### src/rtl/ifetch_buffer.sv
// Instruction fetch front-end: credit-limited word fetches to a variable-latency memory,
// in-order response buffering with PCs, and redirect flush that drops stale in-flight words.
module ifetch_buffer #(
  parameter int unsigned     XLEN     = 64,
  parameter int unsigned     DEPTH    = 4,
  parameter logic [XLEN-1:0] RESET_PC = '0
) (
  input  logic            clk,
  input  logic            rst,
  output logic            mem_req_valid,
  output logic [XLEN-1:0] mem_req_addr,
  input  logic            mem_req_ready,
  input  logic            mem_rsp_valid,
  input  logic [31:0]     mem_rsp_data,
  input  logic            redirect,
  input  logic [XLEN-1:0] redirect_pc,
  output logic            out_valid,
  output logic [31:0]     out_instr,
  output logic [XLEN-1:0] out_pc,
  input  logic            out_ready
);
  localparam int unsigned     PW      = $clog2(DEPTH);
  localparam int unsigned     CW      = PW + 1;
  localparam logic [CW-1:0]   FULL    = CW'(DEPTH);
  localparam logic [CW:0]     CREDITS = (CW+1)'(DEPTH);
  localparam logic [XLEN-1:0] PC_STEP = XLEN'(4);
  localparam logic [XLEN-1:0] PC_INIT = RESET_PC & ~XLEN'(3);

  logic [XLEN-1:0] fetch_pc_q, fetch_pc_d;
  logic [XLEN-1:0] rsp_pc_q, rsp_pc_d;
  logic [CW-1:0]   outst_q, outst_d;
  logic [CW-1:0]   drop_q, drop_d;
  logic [CW-1:0]   count_q, count_d;
  logic [PW-1:0]   rd_ptr_q, rd_ptr_d;
  logic [PW-1:0]   wr_ptr_q, wr_ptr_d;
  logic [31:0]     out_instr_q, out_instr_d;
  logic [XLEN-1:0] out_pc_q, out_pc_d;

  logic [31:0]     instr_mem [DEPTH];
  logic [XLEN-1:0] pc_mem    [DEPTH];

  logic            req_fire;
  logic            push;
  logic            pop;
  logic [CW-1:0]   count_after_pop;
  logic [XLEN-1:0] redirect_base;

  assign redirect_base = redirect_pc & ~XLEN'(3);

  // Credits cover in-flight and buffered words alike, so every kept response finds a free slot.
  assign mem_req_valid   = rst && !redirect &&
                           (({1'b0, outst_q} + {1'b0, count_q}) < CREDITS);
  assign mem_req_addr    = fetch_pc_q;
  assign req_fire        = mem_req_valid && mem_req_ready;
  assign push            = mem_rsp_valid && !redirect && (drop_q == '0);
  assign out_valid       = (count_q != '0);
  assign pop             = out_valid && out_ready && !redirect;
  assign count_after_pop = count_q - CW'(pop);
  assign out_instr       = out_instr_q;
  assign out_pc          = out_pc_q;

  // NOTE: every variable gets its hold value first so no path through the block infers a latch.
  always_comb begin
    fetch_pc_d  = fetch_pc_q;
    rsp_pc_d    = rsp_pc_q;
    outst_d     = outst_q + CW'(req_fire) - CW'(mem_rsp_valid);
    drop_d      = drop_q;
    count_d     = count_q;
    rd_ptr_d    = rd_ptr_q;
    wr_ptr_d    = wr_ptr_q;
    out_instr_d = out_instr_q;
    out_pc_d    = out_pc_q;

    if (redirect) begin
      fetch_pc_d = redirect_base;
      rsp_pc_d   = redirect_base;
      drop_d     = outst_q - CW'(mem_rsp_valid);
      count_d    = '0;
      rd_ptr_d   = '0;
      wr_ptr_d   = '0;
    end else begin
      if (req_fire) fetch_pc_d = fetch_pc_q + PC_STEP;
      if (mem_rsp_valid && (drop_q != '0)) drop_d = drop_q - CW'(1);
      if (push) begin
        rsp_pc_d = rsp_pc_q + PC_STEP;
        wr_ptr_d = wr_ptr_q + PW'(1);
      end
      if (pop) rd_ptr_d = rd_ptr_q + PW'(1);
      count_d = count_after_pop + CW'(push);

      // The head register bypasses the array when the incoming word becomes the new head.
      if (push && (count_after_pop == '0)) begin
        out_instr_d = mem_rsp_data;
        out_pc_d    = rsp_pc_q;
      end else if (count_d != '0) begin
        out_instr_d = instr_mem[rd_ptr_d];
        out_pc_d    = pc_mem[rd_ptr_d];
      end
    end
  end

  // NOTE: non-blocking assignments make every register sample pre-edge values, independent of order.
  always_ff @(posedge clk or negedge rst) begin
    if (!rst) begin
      fetch_pc_q  <= PC_INIT;
      rsp_pc_q    <= PC_INIT;
      outst_q     <= '0;
      drop_q      <= '0;
      count_q     <= '0;
      rd_ptr_q    <= '0;
      wr_ptr_q    <= '0;
      out_instr_q <= '0;
      out_pc_q    <= '0;
    end else begin
      fetch_pc_q  <= fetch_pc_d;
      rsp_pc_q    <= rsp_pc_d;
      outst_q     <= outst_d;
      drop_q      <= drop_d;
      count_q     <= count_d;
      rd_ptr_q    <= rd_ptr_d;
      wr_ptr_q    <= wr_ptr_d;
      out_instr_q <= out_instr_d;
      out_pc_q    <= out_pc_d;
    end
  end

  // NOTE: the storage array is not reset; count decides which entries are live and the head registers carry the reset value.
  always_ff @(posedge clk) begin
    if (push) begin
      instr_mem[wr_ptr_q] <= mem_rsp_data;
      pc_mem[wr_ptr_q]    <= rsp_pc_q;
    end
  end

  // A kept response arriving at a full buffer means the credit accounting is broken.
  assert property (@(posedge clk) disable iff (!rst) !(push && (count_q == FULL)));

endmodule

### config.mk
export PLATFORM = sky130hd
export DESIGN_NAME = ifetch_buffer
export DESIGN_NICKNAME = d
export VERILOG_FILES = /design/src/rtl/ifetch_buffer.sv
export SDC_FILE = /design/constraint.sdc
export NUM_CORES = 1
export LEC_CHECK = 0
export CORE_ASPECT_RATIO = 1.4
export CORE_MARGIN = 4
export CORE_UTILIZATION = 60
export CTS_BUF_LIST = sky130_fd_sc_hd__clkbuf_8
export CTS_CLUSTER_SIZE = 20
export DETAILED_ROUTE_END_ITERATION = 16
export PLACE_DENSITY_LB_ADDON = 0.1
export SKIP_LAST_GASP = 1
export SLEW_MARGIN = 20
export SYNTH_ARGS = -nofsm -noshare
export SYNTH_HDL_FRONTEND = slang
export SYNTH_SLANG_ARGS = --single-unit
### constraint.sdc
create_clock -name clk -period 5.4 [get_ports clk]
set_clock_uncertainty 0.1 [all_clocks]
set_input_delay 0.54 -clock clk [delete_from_list [all_inputs] [get_ports clk]]
set_output_delay 0.54 -clock clk [all_outputs]
set_load 0.01 [all_outputs]
# [Yosys cells after proc, flatten, opt, wreduce, memory -nomap -nowiden]
# Memories as Yosys holds them, arrays and structs flattened.
# Index checks and enable logic that the tools add are counted.
[totals] output_inout_bits=162 elab_cells=62 ff_bits=237 latchBits=0 mem_count=2 ramBits=384 romBits=0
[mem_list] memory="pc_mem" depth=4 word_bits=64 rd=1 rd_ports_with_merged_regs=0 write_ports=1 line_no="40" source="logic [XLEN-1:0] pc_mem [DEPTH];"
[mem_list] memory="instr_mem" depth=4 word_bits=32 rd=1 rd_ports_with_merged_regs=0 write_ports=1 line_no="39" source="logic [31:0] instr_mem [DEPTH];"
[classes] mul=0 mux=18 reduce_logical=20 bitwise=1 order_cmp=1 div=0 shifts=0 n_eq_ne=0 add_sub_neg=11
[ops] op="64-bit two-way mux" count=6
[ops] op="64-bit by 3-bit adder with 64-bit output, second input constant" count=2
[ops] op="32-bit two-way mux" count=2
[ops] op="2-bit two-way mux" count=5
[ops] op="1-bit logical AND" count=9
[ops] op="3-bit two-way mux" count=3
[ops] op="3-bit nonzero test" count=3
[ops] op="3-bit by 1-bit subtractor with 3-bit output" count=3
[ops] op="2-bit nonzero test" count=4
[ops] op="3-bit by 1-bit adder with 3-bit output" count=2
[ops] op="3-bit logical NOT" count=2
[ops] op="2-bit by 1-bit adder with 2-bit output, second input constant" count=2
[ops] op="3-bit by 3-bit adder with 4-bit output" count=1
[ops] op="4-bit by 3-bit < comparator with 1-bit output, second input constant" count=1
[ops] op="3-bit by 1-bit subtractor with 3-bit output, second input constant" count=1
[ops] op="1-bit two-way mux" count=2
[ops] op="2-bit AND reduction" count=1
[ops] op="1-bit logical NOT" count=1
[ops] op="1-bit NOT" count=1

# [Logic depth before layout (Yosys ltp)]
# Gate-level depths: netlist of run 1.
[depth] word_depth=8 mapped_depth=17 depth_no_buf=13

# [Worst setup path before layout of run 1]
# Ideal clock, no wire load.
[synth_timing] kind="reg-to-reg" startpoint="reg drop_q[0]" endpoint="mem instr_mem[0][0] (enable)" setup_slack_ns=1.427 required_time_ns=4.837 path_stages_with_launch=7 path_buffers=1 arrival_ns=3.409 synth_period_minus_slack_ns=3.973 path_cell_list="dfrtp_1 > inv_1 > ha_1 > nand3b_1 > clkbuf_1 > nor2_1 > and2_1"
[synth_between] elab_chain_len=4
[synth_rtl] element="start: declaration" line_no="32" source="logic [CW-1:0] drop_q, drop_d;"
[synth_rtl] element="start signal: assignment" line_no="118" source="drop_q <= drop_d;"
[synth_rtl] element="3-bit logical NOT" line_no="55" source="assign push = mem_rsp_valid && !redirect && (drop_q == '0);"
[synth_rtl] element="1-bit logical AND" line_no="55"
[synth_rtl] element="1-bit two-way mux" line_no="129" source="if (push) begin"
[synth_rtl] element="1-bit two-way mux (implied by the code)" line_no="130" source="instr_mem[wr_ptr_q] <= mem_rsp_data;"
[synth_rtl] element="end: declaration" line_no="39"
# No other way between the ends.

# [Worst setup path after layout of run 1]
[layout_timing] startpoint="reg count_q[0]" endpoint="reg out_pc_q[30] (netlist: out_pc[30])"
[layout_between] elab_chain_len=8 word_cells_on_any_way=15 cone_classes="add/sub (2); mux (4); reduce/logical (8); memory (1)"
[layout_rtl] element="start: declaration" line_no="33" source="logic [CW-1:0] count_q, count_d;"
[layout_rtl] element="start signal: assignment" line_no="119" source="count_q <= count_d;"
[layout_rtl] element="3-bit nonzero test" line_no="56" source="assign out_valid = (count_q != '0);"
[layout_rtl] element="1-bit logical AND (2 in series)" line_no="57" source="assign pop = out_valid && out_ready && !redirect;"
[layout_rtl] element="3-bit by 1-bit subtractor with 3-bit output or 2-bit two-way mux (tied branches)" line_no="58, 88"
[layout_rtl] element="3-bit by 1-bit adder with 3-bit output (tied with other cells)" line_no="89" source="count_d = count_after_pop + CW'(push);"
[layout_rtl] element="3-bit nonzero test (tied with other cells)" line_no="95" source="end else if (count_d != '0) begin"
[layout_rtl] element="2-bit nonzero test (no source line) or 64-bit two-way mux (tied branches)"
[layout_rtl] element="2-bit AND reduction (no source line) or 64-bit two-way mux (tied branches)"
[layout_rtl] element="end signal: assignment" line_no="123" source="out_pc_q <= out_pc_d;"
[layout_rtl] element="end: declaration" line_no="37" source="logic [XLEN-1:0] out_pc_q, out_pc_d;"
# Parallel ways exist; a longest one is shown, timed or not. The select of a mux whose other input is x is not followed.
# A chain may end at the register's enable or synchronous reset.

==> results of run 1 <==
## registers in the layout, summed over array words and instances, names as in the netlist, 3 cells and up
register and count:
out_pc 62, mem_req_addr 62, count_q 3, drop_q 3, out_instr 32, instr_mem 128, outst_q 3, rsp_pc_q 62
pc_mem 248
## critical path: cells and delay by family (launching register included)
family,cells,cell delay [ns]
buffers and inverters,4,1.03
AOI/OAI and AO/OA,1,0.12
xor gates and xnor gates,1,0.36
DFF,1,0.41
and+or+nand+nor,5,1.87
adders and majority gates,3,0.70
## cells in the final DEF, fill, tap and decap left out, types with 35 or more instances in the layout
cell / instances
sky130_fd_sc_hd__a211oi_1: 92
sky130_fd_sc_hd__clkbuf_8: 106
sky130_fd_sc_hd__clkdlybuf4s50_1: 255
sky130_fd_sc_hd__dfrtp_1: 229
sky130_fd_sc_hd__edfxtp_1: 376
sky130_fd_sc_hd__inv_1: 58
sky130_fd_sc_hd__mux2_2: 37
sky130_fd_sc_hd__mux2i_1: 96
sky130_fd_sc_hd__nand2_1: 304
sky130_fd_sc_hd__nand3_1: 311
sky130_fd_sc_hd__nand4_1: 38
sky130_fd_sc_hd__nor2_1: 49
sky130_fd_sc_hd__o211ai_1: 106
sky130_fd_sc_hd__o21ai_0: 358
sky130_fd_sc_hd__o2bb2ai_1: 38
sky130_fd_sc_hd__xnor2_1: 39
sky130_fd_sc_hd__xor2_1: 35
## layer usage
layer	vias up	share of wire [%]	GRT usage, %
met5	-	0	0
li1	10068	-	-
met2	1195	49	50.4
met4	0	3.5	13.8
met3	208	9.3	5.12
met1	11131	38	39.8
## worst max path at each step
stage | from | end | slack [ns] | depth (start not counted)
after global routing | count_q[0] | out_instr[10] | 0.35 | 14
after detailed placement | count_q[0] | out_pc[30] | 0.71 | 14
after CTS | count_q[0] | out_pc[30] | 0.70 | 14
after floorplan | drop_q[0] | instr_mem[0][0] | 1.43 | 6
final | count_q[0] | out_pc[30] | 0.67 | 14
after global placement | count_q[0] | out_instr[10] | 0.91 | 14
## report_power, final
group	internal [mW]	total, mW	switching (mW)
logic	1.54	3.63	2.10
registers	5.54	6.11	0.563
clock network	2.03	3.79	1.76
## timing repair
action                                  in CTS  in global routing
gates resized for setup                      0                  0
hold endpoints to repair                    51                  0
endpoints found under the setup margin       0                  0
hold buffers                                 1                  0
## synthesized netlist by cell type, types with 14 or more instances
master,count
sky130_fd_sc_hd__nor2_1,50
sky130_fd_sc_hd__o211ai_1,106
sky130_fd_sc_hd__mux2i_1,96
sky130_fd_sc_hd__xnor2_1,40
sky130_fd_sc_hd__o2bb2ai_1,38
sky130_fd_sc_hd__and3_1,20
sky130_fd_sc_hd__inv_1,32
sky130_fd_sc_hd__nand3_1,312
sky130_fd_sc_hd__nand2_1,306
sky130_fd_sc_hd__o21ai_0,358
sky130_fd_sc_hd__nor4_1,18
sky130_fd_sc_hd__nand4_1,38
sky130_fd_sc_hd__dfrtp_1,231
sky130_fd_sc_hd__clkbuf_1,166
sky130_fd_sc_hd__mux2_2,37
sky130_fd_sc_hd__ha_1,18
sky130_fd_sc_hd__a211oi_1,92
sky130_fd_sc_hd__xor2_1,35
sky130_fd_sc_hd__a21oi_1,14
sky130_fd_sc_hd__buf_1,24
sky130_fd_sc_hd__nor3_1,25
sky130_fd_sc_hd__o311ai_0,19
sky130_fd_sc_hd__edfxtp_1,376
## cell type report
| class | instances | area (um2) |
|---|---|---|
| Fill cell | 3295 | 13500 |
| Tap cell | 624 | 781 |
| Sequential cell | 607 | 17100 |
| Multi-Input combinational cell | 1732 | 10600 |
| Inverter | 33 | 129 |
| Clock buffer | 106 | 1460 |
| Timing Repair Buffer | 298 | 3000 |
| Clock inverter | 64 | 399 |
| Antenna cell | 1 | 2.50 |
## kinds of logic (layout without fill, tap and decap cells)
group / count (synthesis) / count (layout) / synth area share (%)
AO/OA/AOI/OAI: 663 / 663 / 14.5
XOR/XNOR: 75 / 75 / 2.31
adder cells (fa/ha/maj): 19 / 19 / 0.864
buffers and inverters: 228 / 501 / 3.09
flip-flops: 607 / 607 / 60.1
multiplexers: 133 / 133 / 4.85
other: 1 / 5 / 0.0132
AND/OR/NAND/NOR: 838 / 838 / 14.2
==> out/qor.csv, run 1 <==
stage,metric,value,unit
global_route,track_usage,30.5,%
floorplanning,die-area,50900,um2
sta,final_min_period,4.73,ns
power,vdd_ir_drop_max,281,uV
sta,slew_headroom,33.2,%
placement,worst_slack_after_detailed_placement,0.710,ns
worst_setup_path,criticalPathCategory,register to register,
worst_setup_path,r2r_start,count_q[0],
worst_setup_path,worst-endpoint-arrival,5.18,ns
detailed_routing,initial_drt_pass_iterations,6,
final_layout,drive_above_1_share,8.45,%
floorplanning,chipHeight,265,um
floorplanning,initial_core_util,60.5,%
detailed_routing,postRouteWirelength,79500,um
sta,hold_violations,0,
global_route,grt_remaining_overflow,0,
worst_setup_path,cpMostUsedCell,sky130_fd_sc_hd__ha_1,
yosys,synthesized_area_per_cell,11.1,um2
min_path,min-delay-start,redirect,
floorplanning,boundaryPins,264,
clocking,tritoncts_clock_tree,yes,
detailed_routing,route.vias.total,22602,
detailed_routing,detail_route.drc_violations,0,
worst_setup_path,cp_max_fo,48,
sta,max_freq,211,MHz
sta,drv_slew,0,
sta,max_slew.worst_pin.slew,1.00,ns
clocking,worstSkewPairLatency,0.65,ns
status,status,"complete, no violations",
global_route,grt_pass1_wl,123000,um
detailed_routing,route.detailed.wl_per_inst,22.9,um
worst_setup_path,rrSetupSlack,0.67,ns
yosys,syn_inst,2564,
min_path,whs_path_depth,2,
final_layout,final_cell_count_no_fill,3465,
worst_setup_path,critical_path_required,5.85,ns
clocking,cts-htree-levels,3,
detailed_routing,antenna_left,0,
final_layout,layout-area-overhead-vs-synth,17.6,%
worst_setup_path,critical_path.max_stage_delay,0.66,ns
power,power.leakage,11.8,nW
final_layout,final_core_util,71.2,%
min_path,hold_path.class,input port to register,
final_layout,nNetsFinal,2885,
worst_setup_path,cpMaxStageDelayCell,sky130_fd_sc_hd__buf_4,
flow_run,drv.max_cap_violation_count,0,
clocking,postCtsSetupBuffers,0,
clocking,cts_max_path_buffers,3,
yosys,synthArstFlopShare,38.1,%
clocking,clk_pin_slew,0.06,ns
placement,place_congestion,0.953,
global_route,antenna_violations_before_repair,1,
detailed_routing,via_per_inst,6.52,
sta,setup-violations-final,0,
power,finalPower,13.5,mW
floorplanning,fp.coreArea,46900,um2
global_route,vias_in_the_first_global_route,23181,
yosys,ys_seq_elements,607,
placement,place_hpwl,46400,um
yosys,synth-edff-count,376,
placement,placed_cell_areas,31500,um2
clocking,sinks_on_the_clock_net,607,
sta,final_hold_slack,0.173,ns
worst_setup_path,worst_r2r_path_cells,14,
worst_setup_path,r2r-end,out_pc[30],
sta,min_period_over_period,87.6,%
yosys,synth-seq-area-share,60.1,%
final_layout,cell_area_after_layout,33400,um2
floorplanning,standard_cell_rows,94,
clocking,numCtsBuffers,92,
yosys,mappedNetlistArea,28400,um2
clocking,cts.root.buffer_cell,sky130_fd_sc_hd__clkbuf_8,
floorplanning,die-width,192,um
sta,setup_ws,0.668,ns
yosys,synth.distinct_cells,60,
worst_setup_path,worst_setup_path_end_kind,register,
worst_setup_path,ordered_list_of_cells_on_the_worst_path,nor3_1 -> inv_1 -> nand3_4 -> inv_6 -> ha_1 -> ha_1 -> inv_1 -> ha_1 -> xnor2_1 -> nand3_1 -> nand2_4 -> buf_4 -> nand2_1 -> o21ai_0,
min_path,whs_endpoint,wr_ptr_q[0],
global_route,grt_max_degree,192,
worst_setup_path,critPathLaunchType,register,
yosys,yosys_most_used_dff,sky130_fd_sc_hd__edfxtp_1,
detailed_routing,detail_route.iter0.violations,1961,
yosys,synth_top_cell_area_share,39.8,%
yosys,synth.yosys.warnings,0,
placement,portBuffers,257,
yosys,post_synth_main_area_contributors,"sky130_fd_sc_hd__edfxtp_1, sky130_fd_sc_hd__dfrtp_1, sky130_fd_sc_hd__o21ai_0",
sta,unrepaired_setup_endpoints_after_global_routing,no,
yosys,synth_top_area_cell,sky130_fd_sc_hd__edfxtp_1,
sta,fin_setup_tns,0,ns
placement,placed_cells,3293,
power,p_per_area,405,nW/um2
(Power assumes the default switching activity.)
==> run 2, diff against run 1 <==
MAX_ROUTING_LAYER = met4   (was not set)
SKIP_CTS_REPAIR_TIMING = 1   (was not set)
==> run 2 against run 1 <==
Total power is 1.4% lower. Combinational power hardly changed. Clock-buffer cell count rose by 1. Maximum frequency is 11% higher. Sequential share of layout area rose by 0.15 points. Sequential power barely moved. First-iteration DRC count rose by 9.8%. Cell area fell by 0.28%. Utilization fell by 0.20 points.
==> out/qor.csv, run 2 (synthesis results as in run 1) <==
stage,metric,value,unit
detailed_routing,antenna_left,0,
clocking,cts-htree-levels,3,
global_route,grt_pass1_wl,123000,um
placement,place_congestion,0.967,
worst_setup_path,criticalPathCategory,register to register,
global_route,grt_max_degree,192,
worst_setup_path,worst-endpoint-arrival,4.70,ns
sta,setup-violations-final,0,
clocking,cts_max_path_buffers,3,
floorplanning,die-area,50900,um2
worst_setup_path,critPathLaunchType,register,
sta,min_period_over_period,79.1,%
floorplanning,initial_core_util,60.5,%
final_layout,drive_above_1_share,8.32,%
final_layout,largest_register_ff_count,248,
detailed_routing,via_per_inst,6.58,
global_route,vias_in_the_first_global_route,23161,
placement,place_hpwl,47100,um
floorplanning,standard_cell_rows,94,
detailed_routing,initial_drt_pass_iterations,8,
power,power.leakage,11.7,nW
clocking,worstSkewPairLatency,0.65,ns
final_layout,number_of_inserted_filler_cells_in_the_final_layout,3334,
global_route,antenna_violations_before_repair,1,
final_layout,most-common-layout-cells,"sky130_fd_sc_hd__edfxtp_1, sky130_fd_sc_hd__o21ai_0, sky130_fd_sc_hd__nand3_1, sky130_fd_sc_hd__nand2_1, sky130_fd_sc_hd__clkdlybuf4s50_1",
final_layout,commonest_non_fill_non_tap_cell_in_the_layout,sky130_fd_sc_hd__edfxtp_1,
sta,drv_slew,0,
final_layout,layout-area-overhead-vs-synth,17.3,%
placement,portBuffers,257,
status,status,"complete, no violations",
sta,slew_headroom,30.0,%
floorplanning,chipHeight,265,um
floorplanning,boundaryPins,264,
clocking,tritoncts_clock_tree,yes,
power,p_per_area,401,nW/um2
detailed_routing,route.detailed.wl_per_inst,23.1,um
floorplanning,die-width,192,um
global_route,grt_remaining_overflow,0,
final_layout,biggest_register,pc_mem,
sta,hold_violations,0,
power,power.combinational.fraction,27.5,%
final_layout,sequential_cell_area,17100,um2
worst_setup_path,worst_setup_path_end_kind,register,
flow_run,drv.max_cap_violation_count,0,
final_layout,nNetsFinal,2881,
sta,setup_ws,1.13,ns
detailed_routing,detail_route.drc_violations,0,
sta,fin_setup_tns,0,ns
detailed_routing,detail_route.iter0.violations,2154,
final_layout,biggestRegsByFlops,"pc_mem: 248 flops, instr_mem: 128 flops",
clocking,cts.root.buffer_cell,sky130_fd_sc_hd__clkbuf_8,
power,pwr-share-seq,45.7,%
detailed_routing,route.vias.total,22758,
final_layout,multi_input_comb_area,10600,um2
power,intPower,8.93,mW
global_route,track_usage,31.5,%
power,total_switching_power,4.40,mW
power,vdd_ir_drop_max,263,uV
clocking,numCtsBuffers,89,
worst_setup_path,cp_max_fo,56,
sta,max_freq,234,MHz
sta,unrepaired_setup_endpoints_after_global_routing,no,
clocking,sinks_on_the_clock_net,607,
placement,worst_slack_after_detailed_placement,1.22,ns
detailed_routing,postRouteWirelength,79800,um
power,power.clock.fraction,26.8,%
sta,max_slew.worst_pin.slew,1.05,ns
clocking,clk_pin_slew,0.07,ns
power,switching_fraction_of_total_power,33.0,%
worst_setup_path,critical_path_required,5.83,ns
min_path,hold_path.class,input port to async pin,
floorplanning,fp.coreArea,46900,um2
sta,final_min_period,4.27,ns
==> run 2: layout make-up <==
class,count,area share (%)
clock buffer,107,4.42
tap,624,2.34
timing repair buffer,297,9.03
clock inverter,60,0.845
antenna,1,0.00751
sequential,607,51.3
inverter,33,0.387
multi-input combinational,1732,31.7
==> run 2: stage by stage <==
stage                     cells  util (%)  power (mW)  hold WS, ns  area (um2)
after floorplan            2567         -        7.96        0.144       28400
after global routing       3461      71.0        14.0        0.351       33300
final                      3461      71.0        13.3        0.325       33300
after global placement     3292      67.2        9.67        0.364       31500
after CTS                  3459      70.9        13.4       -0.297       33300
after detailed placement   3292      67.2        9.81        0.369       31500
==> run 2: power by group through the flow <==
stage,logic (mW),clock network (mW),registers (mW)
finish,3.66,3.58,6.10
detailed placement,3.64,0,6.17
global route,4.00,3.85,6.15
CTS,3.66,3.64,6.09
global placement,3.52,0,6.14
floorplan,1.80,0,6.16
==> run 2: metal layers <==
metal / up-vias / share of wire [%] / global-route usage [%] / wire length (um)
met5: - / 0 / - / 0
met2: 1243 / 49 / 50.4 / 39400
li1: 10059 / - / - / -
met1: 11242 / 38 / 39.7 / 30400
met4: 0 / 4.0 / 15.0 / 3200
met3: 214 / 8.6 / 4.58 / 6870
==> run 2: worst paths after layout <==
| check | from | to | slack [ns] | cells past startpoint |
|---|---|---|---|---|
| setup / recovery | count_q[0] | out_pc[52] | 1.13 | 14 |
| hold / removal | rst | out_pc[10] | 0.32 | 2 |
| setup reg to reg | count_q[0] | out_pc[52] | 1.13 | 14 |
| hold reg to reg | out_pc[63] | out_pc[63] | 0.38 | 2 |
| max in group asynchronous | rst | out_pc[18] | 2.92 | 4 |
| min in group clk | redirect | count_q[0] | 0.38 | 3 |
==> run 2: critical path, stage by stage (launching register included) <==
cell and delay (ns):
sky130_fd_sc_hd__dfrtp_1 0.41, sky130_fd_sc_hd__nor3_1 0.38, sky130_fd_sc_hd__inv_1 0.19, sky130_fd_sc_hd__nand3_4 0.15, sky130_fd_sc_hd__inv_6 0.04, sky130_fd_sc_hd__ha_1 0.28
sky130_fd_sc_hd__inv_1 0.06, sky130_fd_sc_hd__ha_1 0.20, sky130_fd_sc_hd__ha_1 0.20, sky130_fd_sc_hd__xnor2_1 0.38, sky130_fd_sc_hd__nand3_1 0.19, sky130_fd_sc_hd__nand2_4 0.47
sky130_fd_sc_hd__buf_4 0.71, sky130_fd_sc_hd__nand2_1 0.15, sky130_fd_sc_hd__o21ai_0 0.15
